[src/rtl/cke_debounce.sv]
// Per-lane debouncer paced by cke rising edges, with rise/fall pulses.
// Optional auto-repeat on held-high lanes: define CKE_DEBOUNCE_REPEAT_EN.
module cke_debounce #(
    parameter int WIDTH = 1,
    parameter int N     = 4,
    parameter int HOLD  = 32,
    parameter int RPT   = 8
) (
    input  logic             clk,
    input  logic             rst,
    input  logic             ena,
    input  logic             cke,
    input  logic [WIDTH-1:0] din,
    output logic [WIDTH-1:0] dout,
    output logic [WIDTH-1:0] rise,
    output logic [WIDTH-1:0] fall,
    output logic             tick
);

    localparam int CW = $clog2(N + 1);
    localparam logic [CW-1:0] CLAST = CW'(N - 1);

    logic                      cke_q;
    logic                      edge_e;
    logic                      tick_q, tick_d;
    logic [WIDTH-1:0]          s1_q, sync_q;
    logic [WIDTH-1:0]          dout_q, dout_d;
    logic [WIDTH-1:0]          rise_q, rise_d;
    logic [WIDTH-1:0]          fall_q, fall_d;
    logic [WIDTH-1:0]          flip;
    logic [WIDTH-1:0][CW-1:0]  cnt_q, cnt_d;

`ifdef CKE_DEBOUNCE_REPEAT_EN
    localparam int RW = $clog2((HOLD > RPT ? HOLD : RPT) + 1);
    localparam logic [RW-1:0] RHOLD = RW'(HOLD);
    localparam logic [RW-1:0] RRPT  = RW'(RPT);

    logic [WIDTH-1:0][RW-1:0]  rcnt_q, rcnt_d;
    logic [WIDTH-1:0]          armed_q, armed_d;
    logic [WIDTH-1:0][RW-1:0]  rnext;
`endif

    always_comb begin
        edge_e = cke & ~cke_q & ena;
        tick_d = edge_e;
        dout_d = dout_q;
        rise_d = '0;
        fall_d = '0;
        flip   = '0;
        cnt_d  = cnt_q;
        for (int i = 0; i < WIDTH; i++) begin
            if (edge_e) begin
                if (sync_q[i] == dout_q[i]) begin
                    cnt_d[i] = '0;
                end else if (cnt_q[i] == CLAST) begin
                    cnt_d[i]  = '0;
                    flip[i]   = 1'b1;
                    dout_d[i] = sync_q[i];
                    rise_d[i] = sync_q[i];
                    fall_d[i] = ~sync_q[i];
                end else begin
                    cnt_d[i] = cnt_q[i] + 1'b1;
                end
            end
        end
`ifdef CKE_DEBOUNCE_REPEAT_EN
        rcnt_d  = rcnt_q;
        armed_d = armed_q;
        for (int i = 0; i < WIDTH; i++) begin
            rnext[i] = rcnt_q[i] + 1'b1;
            // A flip in either direction restarts the hold interval.
            if (!dout_q[i] || flip[i]) begin
                rcnt_d[i]  = '0;
                armed_d[i] = 1'b0;
            end else if (edge_e) begin
                if (rnext[i] == (armed_q[i] ? RRPT : RHOLD)) begin
                    rise_d[i]  = 1'b1;
                    rcnt_d[i]  = '0;
                    armed_d[i] = 1'b1;
                end else begin
                    rcnt_d[i] = rnext[i];
                end
            end
        end
`endif
    end

    always_ff @(posedge clk or posedge rst) begin
        if (rst) begin
            cke_q  <= 1'b1;
            tick_q <= 1'b0;
            s1_q   <= '0;
            sync_q <= '0;
            dout_q <= '0;
            rise_q <= '0;
            fall_q <= '0;
            cnt_q  <= '0;
        end else begin
            cke_q  <= cke;
            tick_q <= tick_d;
            s1_q   <= din;
            sync_q <= s1_q;
            dout_q <= dout_d;
            rise_q <= rise_d;
            fall_q <= fall_d;
            cnt_q  <= cnt_d;
        end
    end

`ifdef CKE_DEBOUNCE_REPEAT_EN
    always_ff @(posedge clk or posedge rst) begin
        if (rst) begin
            rcnt_q  <= '0;
            armed_q <= '0;
        end else begin
            rcnt_q  <= rcnt_d;
            armed_q <= armed_d;
        end
    end
`endif

    assign dout = dout_q;
    assign rise = rise_q;
    assign fall = fall_q;
    assign tick = tick_q;

endmodule

[config.mk]
export PLATFORM = sky130hd
export DESIGN_NAME = cke_debounce
export DESIGN_NICKNAME = d
export VERILOG_FILES = /design/src/rtl/cke_debounce.sv
export SDC_FILE = /design/constraint.sdc
export NUM_CORES = 1
export LEC_CHECK = 0
export CORE_AREA = 2 2 39 41
export DETAILED_ROUTE_END_ITERATION = 7
export DIE_AREA = 0 0 41 43
export PLACE_DENSITY = 0.63
export RECOVER_POWER = 100
export SETUP_SLACK_MARGIN = 0.2
export SYNTH_ARGS = -nofsm -noshare
export SYNTH_HDL_FRONTEND = slang
export SYNTH_SLANG_ARGS = --single-unit
[constraint.sdc]
create_clock -name clk -period 1.32 [get_ports clk]
set_input_delay 0.396 -clock clk [delete_from_list [all_inputs] [get_ports clk]]
set_output_delay 0.396 -clock clk [all_outputs]
set_load 0.01 [all_outputs]
==> results <==
-- worst max-delay path, delay by kind of cell, from the launching register on --
kind                   cells  cell delay, ns
buffers and inverters      1            0.08
DFF                        1            0.52
muxes                      1            0.29
and+or+nand+nor            2            0.19
-- metal layers --
layer,wire [um],up-vias
li1,-,121
met1,251,118
met2,259,6
met3,28,2
met4,27,0
met5,0,-
-- final timing paths --
check | to | slack [ns] | cells after the start | from
worst max register to register | dout | 0.13 | 4 | cke_q
worst min register to register | sync_q | 0.36 | 0 | s1_q
worst max-delay path | dout | 0.13 | 4 | cke_q
min in group asynchronous | cnt_q[1] | 0.53 | 2 | rst
max in group asynchronous | cke_q | 0.48 | 2 | rst
worst min-delay path | sync_q | 0.36 | 0 | s1_q
-- flip-flops by register name (all words and copies together), names as in the netlist --
name and count:
cnt_q 3, cke_q 1, dout 1, fall 1, rise 1, s1_q 1
sync_q 1, tick 1
-- layout make-up --
type                       count  area, um2
sequential                    10        251
tap                           16       20.0
timing repair buffer          12       78.8
clock buffer                   4       36.3
multi-input combinational     13        153
fill                         131        833
inverter                       3       11.3
-- per-stage QoR --
stage	hold WS (ns)	util [%]
2_1_floorplan	0.235	-
3_3_place_gp	0.335	36.8
3_5_place_dp	0.345	36.8
4_1_cts	0.360	38.6
5_1_grt	0.374	39.8
6_report	0.357	39.8
-- cells by family (layout without fill, tap and decap cells) --
kind of cell	after synthesis	count (layout)	synth area share, %
adder cells (fa/ha/maj)	1	1	3.20
AO/OA/AOI/OAI	4	4	7.05
AND/OR/NAND/NOR	6	6	16.0
flip-flops	10	10	64.4
XOR/XNOR	1	1	2.24
buffers and inverters	3	19	3.20
multiplexers	1	1	3.85
-- Yosys cell counts --
| cell type | number | area, um2 |
|---|---|---|
| a21oi_1 | 1 | 5.00 |
| a22o_1 | 2 | 17.5 |
| and2_1 | 1 | 6.26 |
| clkinv_2 | 1 | 5.00 |
| dfrtp_1 | 9 | 225 |
| dfstp_2 | 1 | 26.3 |
| ha_1 | 1 | 12.5 |
| inv_1 | 2 | 7.51 |
| mux2_4 | 1 | 15.0 |
| nand3_4 | 1 | 17.5 |
| nand3b_4 | 1 | 20.0 |
| nor2_1 | 1 | 3.75 |
| nor3b_1 | 2 | 15.0 |
| o21ai_0 | 1 | 5.00 |
| xnor2_1 | 1 | 8.76 |
-- where the power goes --
group / internal [mW] / total [mW] / switching, mW
registers: 0.344 / 0.368 / 0.0237
clock network: 0.168 / 0.277 / 0.110
logic: 0.0939 / 0.167 / 0.0736
total: 0.606 / 0.813 / 0.207
-- cell usage in the layout (no fill, tap or decap), drive strengths merged --
cell type	netlist	final
nor2	1	1
dlygate4sd3	0	2
clkbuf	0	10
mux2	1	1
dfstp	1	1
dfrtp	9	9
nand3	1	1
and2	1	1
dlygate4sd2	0	2
buf	0	2
nand3b	1	1
a21oi	1	1
a22o	2	2
xnor2	1	1
inv	2	3
nor3b	2	2
ha	1	1
o21ai	1	1
-- repair_timing --
| action | CTS | global route |
|---|---|---|
| setup buffers | 1 | 1 |
| endpoints found under the hold margin | 0 | 0 |
| pin swaps | 0 | 4 |
| gates resized for setup | 19 | 4 |
| endpoints found under the setup margin | 10 | 10 |
==> flow_summary.json <==
{
  "status": "completed",
  "place_ws_ns": -0.256,
  "critPathKind": "flip-flop to flip-flop",
  "diodes": 0,
  "grt_pass1_wl_mm": 1.01,
  "placed_cell_area_um2": 509,
  "finalPower_mw": 0.813,
  "antenna_found_initial": 0,
  "min_period_ns": 1.19,
  "yosys_warnings": 0,
  "via_per_inst": 4.26,
  "finClkSkew_ns": 0.00193,
  "clock_latency_ns": 0.27,
  "cp_cell_sequence": "nand3b_4, inv_1, nand3_4, mux2_4",
  "grt_pass1_vias": 245,
  "ys_ff_latch": 10,
  "cts.sinks": 10,
  "area_growth_pct": 41.0,
  "power-per-cell-area_nw_per_um2": 1480,
  "grtUsageMet1_pct": 10.9,
  "io_pins": 9,
  "fin_tns_setup_ns": 0,
  "peakVddDrop_mv": 0.596,
  "cap_violations": 0,
  "syn_area_per_cell_um2": 15.0,
  "dp_cells": 52,
  "clockRootBuffer": "clkbuf_4",
  "hpwlAfterDp_um": 383,
  "hp-class": "flip-flop to flip-flop",
  "place.gp.congestion": 0.761,
  "vias": 247,
  "arrival_ns": 1.35,
  "final_hold_viol_count": 0,
  "syn_area_um2": 390,
  "tightest_slew_ns": 0.369,
  "rsz0062_at_grt": "true",
  "synth.distinct_cells": 15,
  "cts_buffer_depth": 2,
  "ant_nets": 0,
  "grtUsageMet2_pct": 11.9,
  "layout-drive-gt1-share_pct": 31.0,
  "grt_max_degree": 11,
  "routedWlPerCell_um": 9.78,
  "slew_viol_final": 0,
  "htree_levels": 1,
  "crit_required_ns": 1.48,
  "die_h_um": 43,
  "design_area_um2": 551,
  "die-area_um2": 1760,
  "cts_tree": "done",
  "setup_slack_ns": 0.131,
  "io_buffers": 8,
  "first_pass_iters": 2,
  "drt-initial-drc-count": 1,
  "fmax_mhz": 841,
  "crit_path_max_fanout": 3,
  "cp_slowest_stage_delay_ns": 0.52,
  "grtUsageTotal_pct": 9.61,
  "grt_busiest_layer": "met2",
  "start_util_pct": 28.2,
  "fin_cells": 58,
  "timing.final.crit_share_pct": 90.1,
  "cts.clk_slew.worst_paths_ns": 0.07,
  "met3_usage_pct": 4.71,
  "setup_violations": 0,
  "die_w_um": 41,
  "placementRows": 14,
  "coreArea_um2": 1380,
  "cts_buffers": 3,
  "max_slew_margin_pct": 75.4,
  "grt.overflow.total": 0,
  "critPathLaunchType": "flip-flop",
  "nets": 49,
  "syn-num-nets": 32,
  "cpMaxStageDelayCell": "dfstp_2",
  "synth-seq-area-share_pct": 64.4,
  "end_kind": "flip-flop",
  "hold_buffers": 0,
  "routed_wl_um": 567,
  "drc_errors": 0,
  "syn-instance-count": 26,
  "p_leak_nw": 0.262
}
No activity file was read; power rests on OpenSTA's default activity.
